### src/rtl/mos6502_lite.sv
// mos6502_lite: 8-bit 6502-subset CPU core with A/X/Y, N/Z flags, reset-vector fetch,
// immediate/absolute addressing, JMP and a defined halt on unsupported opcodes.
module mos6502_lite #(
  parameter logic [15:0] RESET_VECTOR    = 16'hFFFC,
  parameter bit          HALT_ON_ILLEGAL = 1'b1
) (
  input  logic        clk,
  input  logic        reset,
  input  logic [7:0]  di,
  output logic [15:0] ab,
  output logic [7:0]  dout,
  output logic        we,
  output logic        sync,
  output logic        halted,
  output logic [1:0]  nz,
  output logic [2:0]  state_dbg
);

  // Bus protocol (no valid/ready): ab/dout/we are registered and change only at
  // the rising edge; di must reflect mem[ab] within the same cycle; a write
  // commits at the rising edge that ends a cycle in which we=1.

  typedef enum logic [2:0] {
    VEC_LO, VEC_HI, FETCH, EXEC, ADL, ADH, MEM, HALT
  } state_t;

  typedef enum logic [1:0] {
    CLS_SHORT, CLS_ABS, CLS_ILLEGAL
  } op_class_t;

  state_t      state, state_nxt;
  logic [15:0] pc, pc_nxt;
  logic [7:0]  a, a_nxt;
  logic [7:0]  x, x_nxt;
  logic [7:0]  y, y_nxt;
  logic        n, n_nxt;
  logic        z, z_nxt;
  logic [7:0]  opcode, opcode_nxt;
  logic [7:0]  adl, adl_nxt;
  logic [15:0] ab_nxt;
  logic [7:0]  dout_nxt;
  logic        we_nxt;
  logic        sync_nxt;
  logic        halted_nxt;

  logic [15:0] pc_inc;
  logic [15:0] abs_addr;
  logic [7:0]  res;
  logic        upd_flags;

  assign pc_inc    = pc + 16'd1;
  assign abs_addr  = {di, adl};
  assign nz        = {n, z};
  assign state_dbg = state;

  function automatic op_class_t classify(input logic [7:0] op);
    case (op)
      8'hA9, 8'hA2, 8'hA0, 8'hE8, 8'hC8, 8'hCA,
      8'h88, 8'hAA, 8'hA8, 8'h8A, 8'h98, 8'hEA: classify = CLS_SHORT;
      8'hAD, 8'hAE, 8'hAC, 8'h8D, 8'h8E, 8'h8C,
      8'h4C:                                    classify = CLS_ABS;
      default:                                  classify = CLS_ILLEGAL;
    endcase
  endfunction

  always_ff @(posedge clk or posedge reset) begin
    if (reset) begin
      state  <= VEC_LO;
      ab     <= RESET_VECTOR;
      pc     <= 16'h0000;
      a      <= 8'h00;
      x      <= 8'h00;
      y      <= 8'h00;
      n      <= 1'b0;
      z      <= 1'b0;
      opcode <= 8'h00;
      adl    <= 8'h00;
      dout   <= 8'h00;
      we     <= 1'b0;
      sync   <= 1'b0;
      halted <= 1'b0;
    end else begin
      state  <= state_nxt;
      ab     <= ab_nxt;
      pc     <= pc_nxt;
      a      <= a_nxt;
      x      <= x_nxt;
      y      <= y_nxt;
      n      <= n_nxt;
      z      <= z_nxt;
      opcode <= opcode_nxt;
      adl    <= adl_nxt;
      dout   <= dout_nxt;
      we     <= we_nxt;
      sync   <= sync_nxt;
      halted <= halted_nxt;
    end
  end

  always_comb begin
    state_nxt  = state;
    pc_nxt     = pc;
    a_nxt      = a;
    x_nxt      = x;
    y_nxt      = y;
    n_nxt      = n;
    z_nxt      = z;
    opcode_nxt = opcode;
    adl_nxt    = adl;
    ab_nxt     = ab;
    dout_nxt   = dout;
    we_nxt     = 1'b0;
    sync_nxt   = 1'b0;
    halted_nxt = halted;
    res        = 8'h00;
    upd_flags  = 1'b0;

    case (state)
      VEC_LO: begin
        adl_nxt   = di;
        ab_nxt    = RESET_VECTOR + 16'd1;
        state_nxt = VEC_HI;
      end

      VEC_HI: begin
        pc_nxt    = abs_addr;
        ab_nxt    = abs_addr;
        sync_nxt  = 1'b1;
        state_nxt = FETCH;
      end

      FETCH: begin
        opcode_nxt = di;
        pc_nxt     = pc_inc;
        ab_nxt     = pc_inc;
        case (classify(di))
          CLS_SHORT: state_nxt = EXEC;
          CLS_ABS:   state_nxt = ADL;
          default: begin
            if (HALT_ON_ILLEGAL) begin
              state_nxt  = HALT;
              halted_nxt = 1'b1;
            end else begin
              state_nxt  = EXEC;
            end
          end
        endcase
      end

      EXEC: begin
        // Implied ops leave pc alone; the cycle's bus read is a dummy read.
        ab_nxt    = pc;
        sync_nxt  = 1'b1;
        state_nxt = FETCH;
        case (opcode)
          8'hA9: begin a_nxt = di; res = di; upd_flags = 1'b1; pc_nxt = pc_inc; ab_nxt = pc_inc; end
          8'hA2: begin x_nxt = di; res = di; upd_flags = 1'b1; pc_nxt = pc_inc; ab_nxt = pc_inc; end
          8'hA0: begin y_nxt = di; res = di; upd_flags = 1'b1; pc_nxt = pc_inc; ab_nxt = pc_inc; end
          8'hE8: begin res = x + 8'd1; x_nxt = res; upd_flags = 1'b1; end
          8'hC8: begin res = y + 8'd1; y_nxt = res; upd_flags = 1'b1; end
          8'hCA: begin res = x - 8'd1; x_nxt = res; upd_flags = 1'b1; end
          8'h88: begin res = y - 8'd1; y_nxt = res; upd_flags = 1'b1; end
          8'hAA: begin res = a; x_nxt = res; upd_flags = 1'b1; end
          8'hA8: begin res = a; y_nxt = res; upd_flags = 1'b1; end
          8'h8A: begin res = x; a_nxt = res; upd_flags = 1'b1; end
          8'h98: begin res = y; a_nxt = res; upd_flags = 1'b1; end
          default: ;
        endcase
      end

      ADL: begin
        adl_nxt   = di;
        pc_nxt    = pc_inc;
        ab_nxt    = pc_inc;
        state_nxt = ADH;
      end

      ADH: begin
        if (opcode == 8'h4C) begin
          pc_nxt    = abs_addr;
          ab_nxt    = abs_addr;
          sync_nxt  = 1'b1;
          state_nxt = FETCH;
        end else begin
          pc_nxt    = pc_inc;
          ab_nxt    = abs_addr;
          state_nxt = MEM;
          case (opcode)
            8'h8D: begin we_nxt = 1'b1; dout_nxt = a; end
            8'h8E: begin we_nxt = 1'b1; dout_nxt = x; end
            8'h8C: begin we_nxt = 1'b1; dout_nxt = y; end
            default: ;
          endcase
        end
      end

      MEM: begin
        case (opcode)
          8'hAD: begin a_nxt = di; res = di; upd_flags = 1'b1; end
          8'hAE: begin x_nxt = di; res = di; upd_flags = 1'b1; end
          8'hAC: begin y_nxt = di; res = di; upd_flags = 1'b1; end
          default: ;
        endcase
        ab_nxt    = pc;
        sync_nxt  = 1'b1;
        state_nxt = FETCH;
      end

      HALT: begin
        // Everything holds; only reset leaves this state.
        state_nxt = HALT;
      end
    endcase

    if (upd_flags) begin
      n_nxt = res[7];
      z_nxt = (res == 8'h00);
    end
  end

endmodule

### config.mk
export PLATFORM = sky130hd
export DESIGN_NAME = mos6502_lite
export DESIGN_NICKNAME = d
export VERILOG_FILES = /design/src/rtl/mos6502_lite.sv
export SDC_FILE = /design/constraint.sdc
export NUM_CORES = 1
export LEC_CHECK = 0
export CAP_MARGIN = 20
export CORE_MARGIN = 1
export CORE_UTILIZATION = 50
export CTS_CLUSTER_SIZE = 12
export DETAILED_ROUTE_END_ITERATION = 8
export PLACE_DENSITY = 0.78
export SYNTH_ARGS = -nofsm -noshare
export SYNTH_HDL_FRONTEND = slang
export SYNTH_SLANG_ARGS = --single-unit
### constraint.sdc
create_clock -name clk -period 3.2 [get_ports clk]
set_input_delay 0.48 -clock clk [delete_from_list [all_inputs] [get_ports clk]]
set_output_delay 0.48 -clock clk [all_outputs]
set_load 0.02 [all_outputs]
* After elaboration in Yosys (flattened, before gate mapping)
Cells that the tools add are included.
** Cells by class
- Eq/ne operators :: 51
- Add/subtract/negate cells :: 5
- Multiply operators :: 0
- Magnitude comparators :: 0
- Muxes and demuxes :: 30
- Reductions and logical operators :: 24
- Bitwise logic cells :: 2
- Shifts and indexed selects :: 0
- Div/mod/pow operators :: 0
** Operators by type and width (number)
- $eq 8x8->1 const B :: 35
- $pmux 16 s5 :: 1
- $pmux 16 s4 :: 1
- $pmux 8 s2 :: 4
- $pmux 8 s4 :: 2
- $pmux 8 s8 :: 1
- $pmux 8 s3 :: 2
- $mux 16 :: 2
- $mux 8 :: 4
- $pmux 3 s6 :: 1
- $add 16x1->16 const B :: 1
- $add 8x1->8 const B :: 2
- $eq 8x7->1 const B :: 2
- $sub 8x1->8 const B :: 2
- $eq 3x3->1 const B :: 4
- $reduce_and 3->1 :: 4
- $reduce_or 12->1 :: 1
- $reduce_or 3->1 :: 4
- $reduce_or 11->1 :: 1
- $ne 5x5->1 const B :: 2
- $reduce_or 2->1 :: 5
- $logic_not 8->1 :: 1
- $reduce_or 7->1 :: 1
- $eq 3x2->1 const B :: 2
- 18 further kinds :: 27
** Word-level totals
- Flip-flop bits (word level) :: 88
- Output and inout bits :: 32
- Latch bits :: 0
- Input bits :: 10
- Memories :: 0
- Memory bits (writable) :: 0
- Word-level logic and storage cells :: 126
- ROM bits :: 0

* Depth between registers and ports, before layout
Gate-level depths: netlist of the first run.
- Depth in word-level cells :: 8
- Mapped depth :: 10
- Depth with buffers taken out :: 9

* Worst setup path after synthesis of the first run
No wires, ideal clock.
- Path type :: reg2reg
- From :: register x[1]
- To :: register x[6]
- Slack :: 0.823 ns
- Path buffers :: 1
- Arrival time :: 2.252 ns
- Library setup time :: 0.125 ns
- Clock period less this slack :: 2.377 ns
- Data required time :: 3.075 ns
- Stages on the path, launching flop included :: 11
- Path through :: dfrtp_1 -> clkbuf_1 -> inv_1 -> ha_1 -> or3b_2 -> a2111oi_1 -> o22a_1 -> mux2i_1 -> a21oi_1 -> o21ai_0 -> mux2_2
** On the way
- Cells in the longest elaborated chain, start to end :: 3
- Elaborated cells on any way between the ends :: 4
- Those cells by class :: 2 x add/sub; 2 x mux
** RTL lines
- start, declared :: line 34 : logic [7:0] x, x_nxt;
- start signal, assigned :: line 87 : x <= x_nxt;
- $sub 8x1->8 or $add 8x1->8 (tied branches) :: line 161, 159
- $pmux 8 s4 (*) :: line 155 : case (opcode)
- $pmux 8 s2 (*) :: line 118 : case (state)
Mark *: on every way between the ends. The rest lies on a longest branch, timed or not.
A chain may end at the register's enable or synchronous reset.

* Worst setup path in the final report of the first run
- From :: register opcode[6]
- To :: register pc[1]
** On the way
- Cells in the longest elaborated chain, start to end :: 4
- Elaborated cells on any way between the ends :: 8
- Those cells by class :: 4 x eq/ne; 3 x mux; 1 x reduce/logical
** RTL lines
- start, declared :: line 38 : logic [7:0] opcode, opcode_nxt;
- start signal, assigned :: line 91 : opcode <= opcode_nxt;
- $eq 8x8->1 :: line 155
- $reduce_or 3->1 (no source line)
- $mux 16
- $pmux 16 s4 (*) :: line 118
- end signal, assigned :: line 85 : pc <= pc_nxt;
- end, declared :: line 32 : logic [15:0] pc, pc_nxt;
Marked as above.

==> impl_metrics.ini, run 1 <==
[sta]
fmax_mhz = 378
fin_skew_ps = 5.53
worst_slew_pin_slew_ps = 989
timing.hold.ws_ps = 495
rsz0062_at_grt = no
timing.setup.tns_ps = 0
fin_ws_ps = 557
drv_slew = 0
period_needed_ps = 2640
relSlewSlack_pct = 34.1
timing_hold_violations_final = 0
timing.final.crit_share_pct = 82.6
setup_violations = 0

[power]
switching_share_pct = 47.0
intPower_uw = 3880
sequentialPowerShare_pct = 33.0
ir_worst_vdd_uv = 590
power_leakage_uw = 0.00276
power-per-cell-area_mw_per_mm2 = 1020
p_sw_uw = 3450
p_clk_share_pct = 14.1
share_comb_of_total_power_pct = 52.9

[finish]
nets = 793
finish.utilization_pct = 58.8
antenna_cells = 0
seqCellArea_mm2 = 0.00222
multi_input_area_mm2 = 0.00376
n_fill_cell = 1114
postLayoutCellArea_mm2 = 0.00718
syn2layout_area_growth_pct = 12.8
drive_above_1_share_pct = 13.2

[route]
finalWirelength_um = 21200
wl_per_cell_um = 22.3
dr.pass1.iters = 6
drc = 0
ant_nets = 0
vias = 6528
via_per_inst = 6.86
drtIter0Drc = 875

[worst_setup_path]
cp.arrival_ps = 2880
critical-path-top-delay-family = compound AO/OA/AOI/OAI gates
rrSetupSlack_ps = 560
cp_num_buf_inv = 0
cp-endpoint = pc[1]
crit_chain = nand4bb_1, a211o_2, a21oi_4, a21oi_1, nand2_1, a22oi_1, o21ai_1
ff2ff_path_depth = 7
slowest_stage = a21oi_1
critPathKind = reg2reg
crit_path_start_kind = flop
r2r_start = opcode[6]
rr_endpoint = pc[1]
cp.depth = 7
crit_start = opcode[6]
required_ps = 3430
max_stage_delay_ps = 800
cp_max_fo = 12
crit_path_end_kind = flop

[synth]
yosysUniqueCellTypes = 91
avgSynthCellArea_um2 = 8.31
syn_inst = 766
synth_ff_type = dfrtp_1
yosysWarnings = 0
synthesis.area_mm2 = 0.00637
synth-edff-count = 0
ys_seq_area_share_pct = 34.9
ys_ff_latch = 88
syn_nets = 781
async_reset_ff_share_pct = 100

[global_route]
grt_pass1_wl_um = 33600
antenna_found_initial = 1
grt_pass1_vias = 5997
grt_max_degree = 54
grtUsageTotal_pct = 33.8
grt-ovfl-total = 0

[place]
portBuffers = 41
dp_hpwl_um = 15400
gp_congestion = 1.00
place_area_mm2 = 0.00690
post-place-ws_ps = 588

[clock_network]
cts-root-buf = clkbuf_16
cts_resized = 0
cts.sinks = 88
htreeDepth = 3
clock_path_buffers = 2
cts_hold_buf = 0
tritoncts = done
clkTransAtPathRegs_ps = 60
post_cts_buffers = 0
cts_buffers = 9
clk_latency_ps = 350

[status]
outcome = finished, final reports clean

[die]
fp.dieW_um = 115
dieArea_mm2 = 0.0132
design.core.area_mm2 = 0.0122
initial_core_util_pct = 52.2
die_h_um = 115
ios = 42
fp-row-count = 40

[min_path]
hold_class = reg2reg
min_from = halted

[job]
max_cap_violations = 0
[kinds of logic (layout without fill, tap and decap cells)]
| group | count (synthesis) | after routing | share of synthesized area, % |
|---|---|---|---|
| xor gates and xnor gates | 14 | 14 | 1.93 |
| DFF | 88 | 88 | 34.9 |
| muxes | 25 | 25 | 4.36 |
| adders and majority gates | 5 | 5 | 0.982 |
| and+or+nand+nor | 258 | 258 | 21.7 |
| buffers and inverters | 88 | 105 | 6.13 |
| AOI/OAI and AO/OA | 288 | 288 | 30.1 |
[flip-flops by register name (all words and copies together), names as in the netlist]
name	cells
x	8
sync	1
n	1
z	1
halted	1
y	8
a	8
ab	16
dout	8
adl	8
state_dbg	3
pc	16
opcode	8
we	1
[power by group through the flow]
stage / clock, uW / combinational [uW] / sequential, uW
final: 1030 / 3880 / 2420
after global routing: 1090 / 4190 / 2480
after CTS: 1040 / 3800 / 2380
after detailed placement: 0 / 3780 / 2400
after global placement: 0 / 3750 / 2380
after floorplan: 0 / 2760 / 2170
[layout by cell type, fill, tap and decap left out, types with 4 or more instances in the layout]
cell,synthesis,routed
a211oi_1,7,7
a21o_1,4,4
a21oi_1,62,62
a221oi_1,6,6
a22o_1,7,7
a22oi_1,18,18
a2bb2oi_1,8,8
a31oi_1,18,18
and2_1,7,7
and3_1,5,5
buf_4,7,27
clkbuf_16,0,9
clkdlybuf4s50_1,0,41
dfrtp_1,74,74
dfstp_2,14,14
ha_1,5,5
inv_1,20,19
mux2_2,21,21
nand2_1,69,69
nand3_1,23,23
nand3b_1,4,4
nand4_1,11,11
nor2_1,68,68
nor2b_1,6,6
nor3_1,23,23
o211ai_1,12,12
o21a_1,4,4
o21ai_0,68,68
o21ai_1,8,8
o22a_1,10,10
o22ai_1,11,11
o31ai_1,6,6
or3_1,5,5
xnor2_1,9,9
xor2_1,5,5
[worst register-to-register path, stage by stage, from the launching register on]
cell and delay (ps):
dfrtp_1 580, nand4bb_1 330, a211o_2 310, a21oi_4 100, a21oi_1 800, nand2_1 140
a22oi_1 180, o21ai_1 90
[synth_stat cells, drive strengths merged, types with 10 or more instances]
master / n / area share (%)
o22a: 10 / 1.4
a22oi: 18 / 2.1
a31oi: 18 / 1.8
nor3: 24 / 2.0
a21oi: 63 / 5.1
nand4: 11 / 1.1
nor2: 70 / 4.3
dfstp: 14 / 5.8
o211ai: 12 / 1.4
nand2: 69 / 4.1
dfrtp: 74 / 29
clkbuf: 34 / 2.0
o21ai: 78 / 6.2
nand3: 24 / 2.0
mux2: 22 / 3.9
inv: 20 / 1.2
o22ai: 11 / 1.1
buf: 34 / 2.9
[through the flow]
step | total power [uW] | cells
2_1_floorplan | 4930 | 766
3_3_place_gp | 6130 | 935
3_5_place_dp | 6180 | 935
4_1_cts | 7230 | 951
5_1_grt | 7760 | 951
6_report | 7330 | 951
[how the worst min path moves through the flow]
stage	endpoint	slack (ps)	cells after the start
after floorplan	n	480	1
after global placement	halted	460	1
after detailed placement	halted	470	1
after CTS	halted	490	1
after global routing	halted	530	1
final	halted	500	1
[routing by layer]
layer | vias to the layer above | global-route usage (%) | routed length [um]
met3 | 63 | 8.17 | 2590
met1 | 3121 | 47.9 | 8770
met2 | 455 | 49.8 | 9180
met4 | 2 | 13.0 | 678
li1 | 2887 | - | -
met5 | - | 0 | 13
[final cells by class]
class                           count  share of cell area, %
Multi-Input combinational cell    590                   52.3
Clock buffer                       13                   3.62
Timing Repair Buffer               69                   8.81
Clock inverter                      3                  0.348
Inverter                           20                   1.06
Tap cell                          168                   2.93
Sequential cell                    88                   30.9
No activity file was read; power rests on OpenSTA's default activity.
==> run 2, diff against run 1 <==
PLACE_DENSITY = 0.81   (was 0.78)
clock period = 2.3 ns   (was 3.2 ns; I/O delays follow)
==> run 2 against run 1 <==
Against the previous run:
- largest power group unchanged
- design area is 12% higher
- hold slack got worse by 29 ps
- die area did not move
- register-to-register slack got worse by 540 ps
- fmax is 16% higher
- combinational power rose by 67%
- clock skew is 1.4 ps higher
- critical path depth rose by 3
==> impl_metrics.ini, run 2 (same netlist as run 1, synthesis figures left out) <==
[global_route]
antenna_found_initial = 0
grt_pass1_vias = 6173
grt-ovfl-total = 0
grt_pass1_wl_um = 34500
grtUsageTotal_pct = 34.6
grt_max_degree = 89

[route]
wl_per_cell_um = 21.5
via_per_inst = 6.61
drtIter0Drc = 820
ant_nets = 0
dr.pass1.iters = 8
finalWirelength_um = 22200
drc = 0
vias = 6838

[worst_setup_path]
cp-endpoint = pc[15]
max_stage_delay_ps = 450
ff2ff_path_depth = 10
cp_max_fo = 7
critPathKind = reg2reg
crit_start = opcode[1]
rr_endpoint = pc[15]
required_ps = 2590
cp.arrival_ps = 2580
r2r_start = opcode[1]
slowest_stage = dfrtp_2
crit_path_end_kind = flop
crit_path_start_kind = flop
rrSetupSlack_ps = 10
crit_chain = buf_4, and4bb_2, nand4b_1, buf_4, o21a_1, nor2_4, buf_6, nand2_1, o41ai_2, a22o_1
cpMostUsedCell = buf_4

[finish]
antenna_cells = 0
nets = 876
layout_common_cells = 102 x buf_4, 68 x nand2_1, 68 x o21ai_0
top_regs = ab: 16 flops, pc: 16 flops
n_fill_cell = 1055
drive_above_1_share_pct = 25.3
final_common_cell = buf_4
syn2layout_area_growth_pct = 26.9

[min_path]
hold_class = in2async

[power]
power_leakage_uw = 0.00321
ir_worst_vdd_uv = 694
total_power_uw = 11200
power-per-cell-area_mw_per_mm2 = 1390

[place]
gp_congestion = 0.978
dp_hpwl_um = 15800
portBuffers = 41

[sta]
worst_slew_pin_slew_ps = 599
setup_violations = 0
timing.final.crit_share_pct = 99.4
period_needed_ps = 2290
fin_skew_ps = 6.89
relSlewSlack_pct = 60.1
fmax_mhz = 437
drv_slew = 0
timing_hold_violations_final = 0
rsz0062_at_grt = yes
timing.hold.ws_ps = 466

[die]
die_h_um = 115
dieArea_mm2 = 0.0132
initial_core_util_pct = 52.2
ios = 42
fp-row-count = 40
fp.dieW_um = 115
design.core.area_mm2 = 0.0122

[clock_network]
tritoncts = done
clk_latency_ps = 360
cts_buffers = 9
cts.sinks = 88
clock_path_buffers = 2
cts-root-buf = clkbuf_16
clkTransAtPathRegs_ps = 60
htreeDepth = 3

[status]
outcome = finished, final reports clean

[job]
max_cap_violations = 0
[run 2: changes by cell type in the layout (fill, tap and decap cells not counted), sizes merged]
| cell | delta |
|---|---|
| inv | -1 |
| nor4b | +1 |
| clkinvlp | +1 |
| buf | +82 |
| bufinv | +2 |
| clkbuf | -2 |
[run 2: worst min path at each step]
stage / slack [ps] / start / to / cells past startpoint
final: 470 / reset / y[1] / 3
after CTS: 500 / ab[9] / ab[9] / 2
after global routing: 510 / reset / y[1] / 3
after global placement: 470 / halted / halted / 1
after floorplan: 480 / n / n / 1
after detailed placement: 490 / halted / halted / 1
[run 2: critical path: cells and delay by family (launching register included)]
kind	cells	cell delay [ps]
buf+inv	3	530
simple gates	4	750
flops	1	450
compound gates	3	480
[run 2: area by class of cell]
class                      instances  area [um^2]  area share [%]
multi-input combinational        591         3960            48.9
sequential                        88         2230            27.6
timing repair buffer             151         1290            16.0
clock buffer                      11          233            2.88
tap                              168          210            2.60
clock inverter                     5         81.3            1.01
inverter                          20         78.8           0.976
[run 2: repair_timing]
item / CTS / global route
hold buffers: 0 / 0
pin swaps: 0 / 18
gates cloned: 0 / 1
setup endpoints to repair: 8 / 38
buffers inserted: 0 / 11
gates resized for setup: 5 / 42
[run 2: metrics by stage]
stage / setup TNS (ps) / util (%) / setup WS, ps / area, um^2 / instances
2_1_floorplan: 0 / - / 54.2 / 6380 / 766
3_3_place_gp: 0 / 61.2 / 25.8 / 7470 / 1007
3_5_place_dp: -262 / 61.2 / -61.7 / 7470 / 1007
4_1_cts: 0 / 64.0 / 18.8 / 7820 / 1023
5_1_grt: -114 / 66.2 / -46.8 / 8080 / 1034
6_report: 0 / 66.2 / 13.5 / 8080 / 1034
[run 2: routing by layer]
layer	vias up	GRT usage [%]	share of wire [%]
met3	50	9.12	12
met2	434	49.6	43
met5	-	0	0
met1	3307	51.1	43
met4	0	9.52	1.9
li1	3047	-	-
[run 2: report_power, final]
group          total, uW  switching [uW]  internal (uW)
clock network       1600             643            953
registers           3170             857           2320
logic               6480            3590           2890
total              11200            5090           6150
==> run 3, diff against run 2 <==
PLACE_DENSITY = 0.78   (was 0.81)
clock period = 2.41 ns   (was 2.3 ns; I/O delays follow)
==> run 3 against run 2 <==
Against the previous run:
- critical endpoint is now n
- first-iteration DRC count is 13% lower
- core utilization shrank 2.9 points
- via count is 2.9% lower
- critical path depth decreased by 3
- global-route usage rose by 0.95 points
- critical path type unchanged
==> impl_metrics.ini, run 3 (same netlist as run 1, synthesis figures left out) <==
[die]
design.core.area_mm2 = 0.0122
ios = 42
initial_core_util_pct = 52.2
dieArea_mm2 = 0.0132
die_h_um = 115
fp-row-count = 40
fp.dieW_um = 115

[route]
drc = 0
ant_nets = 0
via_per_inst = 6.57
finalWirelength_um = 22500
drtIter0Drc = 717
vias = 6643
dr.pass1.iters = 5
wl_per_cell_um = 22.2

[clock_network]
htreeDepth = 3
cts-root-buf = clkbuf_16
clock_path_buffers = 2
cts_buffers = 9
clkTransAtPathRegs_ps = 70
tritoncts = done
cts_hold_buf = 0
cts.sinks = 88
clk_latency_ps = 350

[sta]
setup_violations = 0
relSlewSlack_pct = 60.0
worst_slew_pin_slew_ps = 600
timing.final.crit_share_pct = 97.1
timing_hold_violations_final = 0
fmax_mhz = 427
timing.hold.ws_ps = 485
fin_ws_ps = 69.5
period_needed_ps = 2340
fin_skew_ps = 11.4
drv_slew = 0
timing.setup.tns_ps = 0
rsz0062_at_grt = yes

[place]
portBuffers = 41
gp_congestion = 0.963
place_area_mm2 = 0.00735
dp_hpwl_um = 16500
post-place-ws_ps = 44.1

[worst_setup_path]
crit_path_start_kind = flop
slowest_stage = dfrtp_1
max_stage_delay_ps = 480
critPathKind = reg2reg
required_ps = 2640
cp_max_fo = 9
rrSetupSlack_ps = 70
crit_chain = nor4bb_1, buf_4, and3_1, a221o_1, a2111oi_4, a21boi_1, a221o_1
critical-path-top-delay-family = compound AO/OA/AOI/OAI gates
cp.arrival_ps = 2570
cp_num_buf_inv = 1
cpMostUsedCell = a221o_1
crit_path_end_kind = flop

[finish]
antenna_cells = 0
syn2layout_area_growth_pct = 21.4
drive_above_1_share_pct = 21.2
n_fill_cell = 1113
nets = 853
layout_common_cells = 85 x buf_4, 71 x dfrtp_1, 69 x nand2_1
postLayoutCellArea_mm2 = 0.00773
multi_input_area_mm2 = 0.00383
seqCellArea_mm2 = 0.00222
final_common_cell = buf_4
top_regs = ab: 16 flops, pc: 16 flops

[global_route]
grt-ovfl-total = 0
antenna_found_initial = 0
grt_pass1_wl_um = 35300
grt_pass1_vias = 6246
grtUsageTotal_pct = 35.5
grt_max_degree = 89

[power]
ir_worst_vdd_uv = 734
power_leakage_uw = 0.00307
power-per-cell-area_mw_per_mm2 = 1320

[min_path]
hold_class = in2async

[status]
outcome = finished, final reports clean

[job]
max_cap_violations = 0
==> run 3: tightest hold or removal path, stage by stage <==
cell             delay, ps
clkdlybuf4s50_1        440
clkinvlp_4              90
buf_12                 380
==> run 3: timing repair <==
item                                    CTS  global route
setup buffers                             0             3
resized for setup                         0            17
endpoints found under the setup margin    0            25
==> run 3: final cells by class <==
| class | count | area share [%] |
|---|---|---|
| Inverter | 20 | 1.02 |
| Clock inverter | 7 | 0.680 |
| Tap cell | 168 | 2.72 |
| Sequential cell | 88 | 28.8 |
| Timing Repair Buffer | 129 | 14.3 |
| Multi-Input combinational cell | 590 | 49.6 |
| Clock buffer | 9 | 2.91 |
==> run 3: stage by stage <==
stage                     utilization (%)  std cells  power, uW
after global placement               60.2        992       8490
after global routing                 63.3       1011      10800
after CTS                            62.5       1008      10000
final                                63.3       1011      10200
after detailed placement             60.2        992       8610
after floorplan                         -        766       6550
==> run 3: path summary, 6_finish.rpt <==
kind                            startpoint      to  depth (start not counted)
worst max-delay path             opcode[1]       n                          7
worst min-delay path                 reset  adl[4]                          3
worst max register to register   opcode[1]       n                          7
worst min register to register      ab[14]  ab[14]                          2
max in group asynchronous            reset   ab[9]                          3
min in group clk                    ab[14]  ab[14]                          2
==> run 3: routing by layer <==
metal	share of wire, %	GRT usage, %	vias up
met2	47	58.1	361
met3	7.9	6.38	88
met1	41	46.1	3182
met5	0	0	-
met4	4.7	15.8	0
li1	-	-	3012
==> run 3: report_power, final <==
group | total [uW] | internal (uW) | switching (uW)
clock | 1370 | 713 | 660
sequential | 3050 | 2200 | 847
combinational | 5820 | 2550 | 3270
total | 10200 | 5460 | 4770
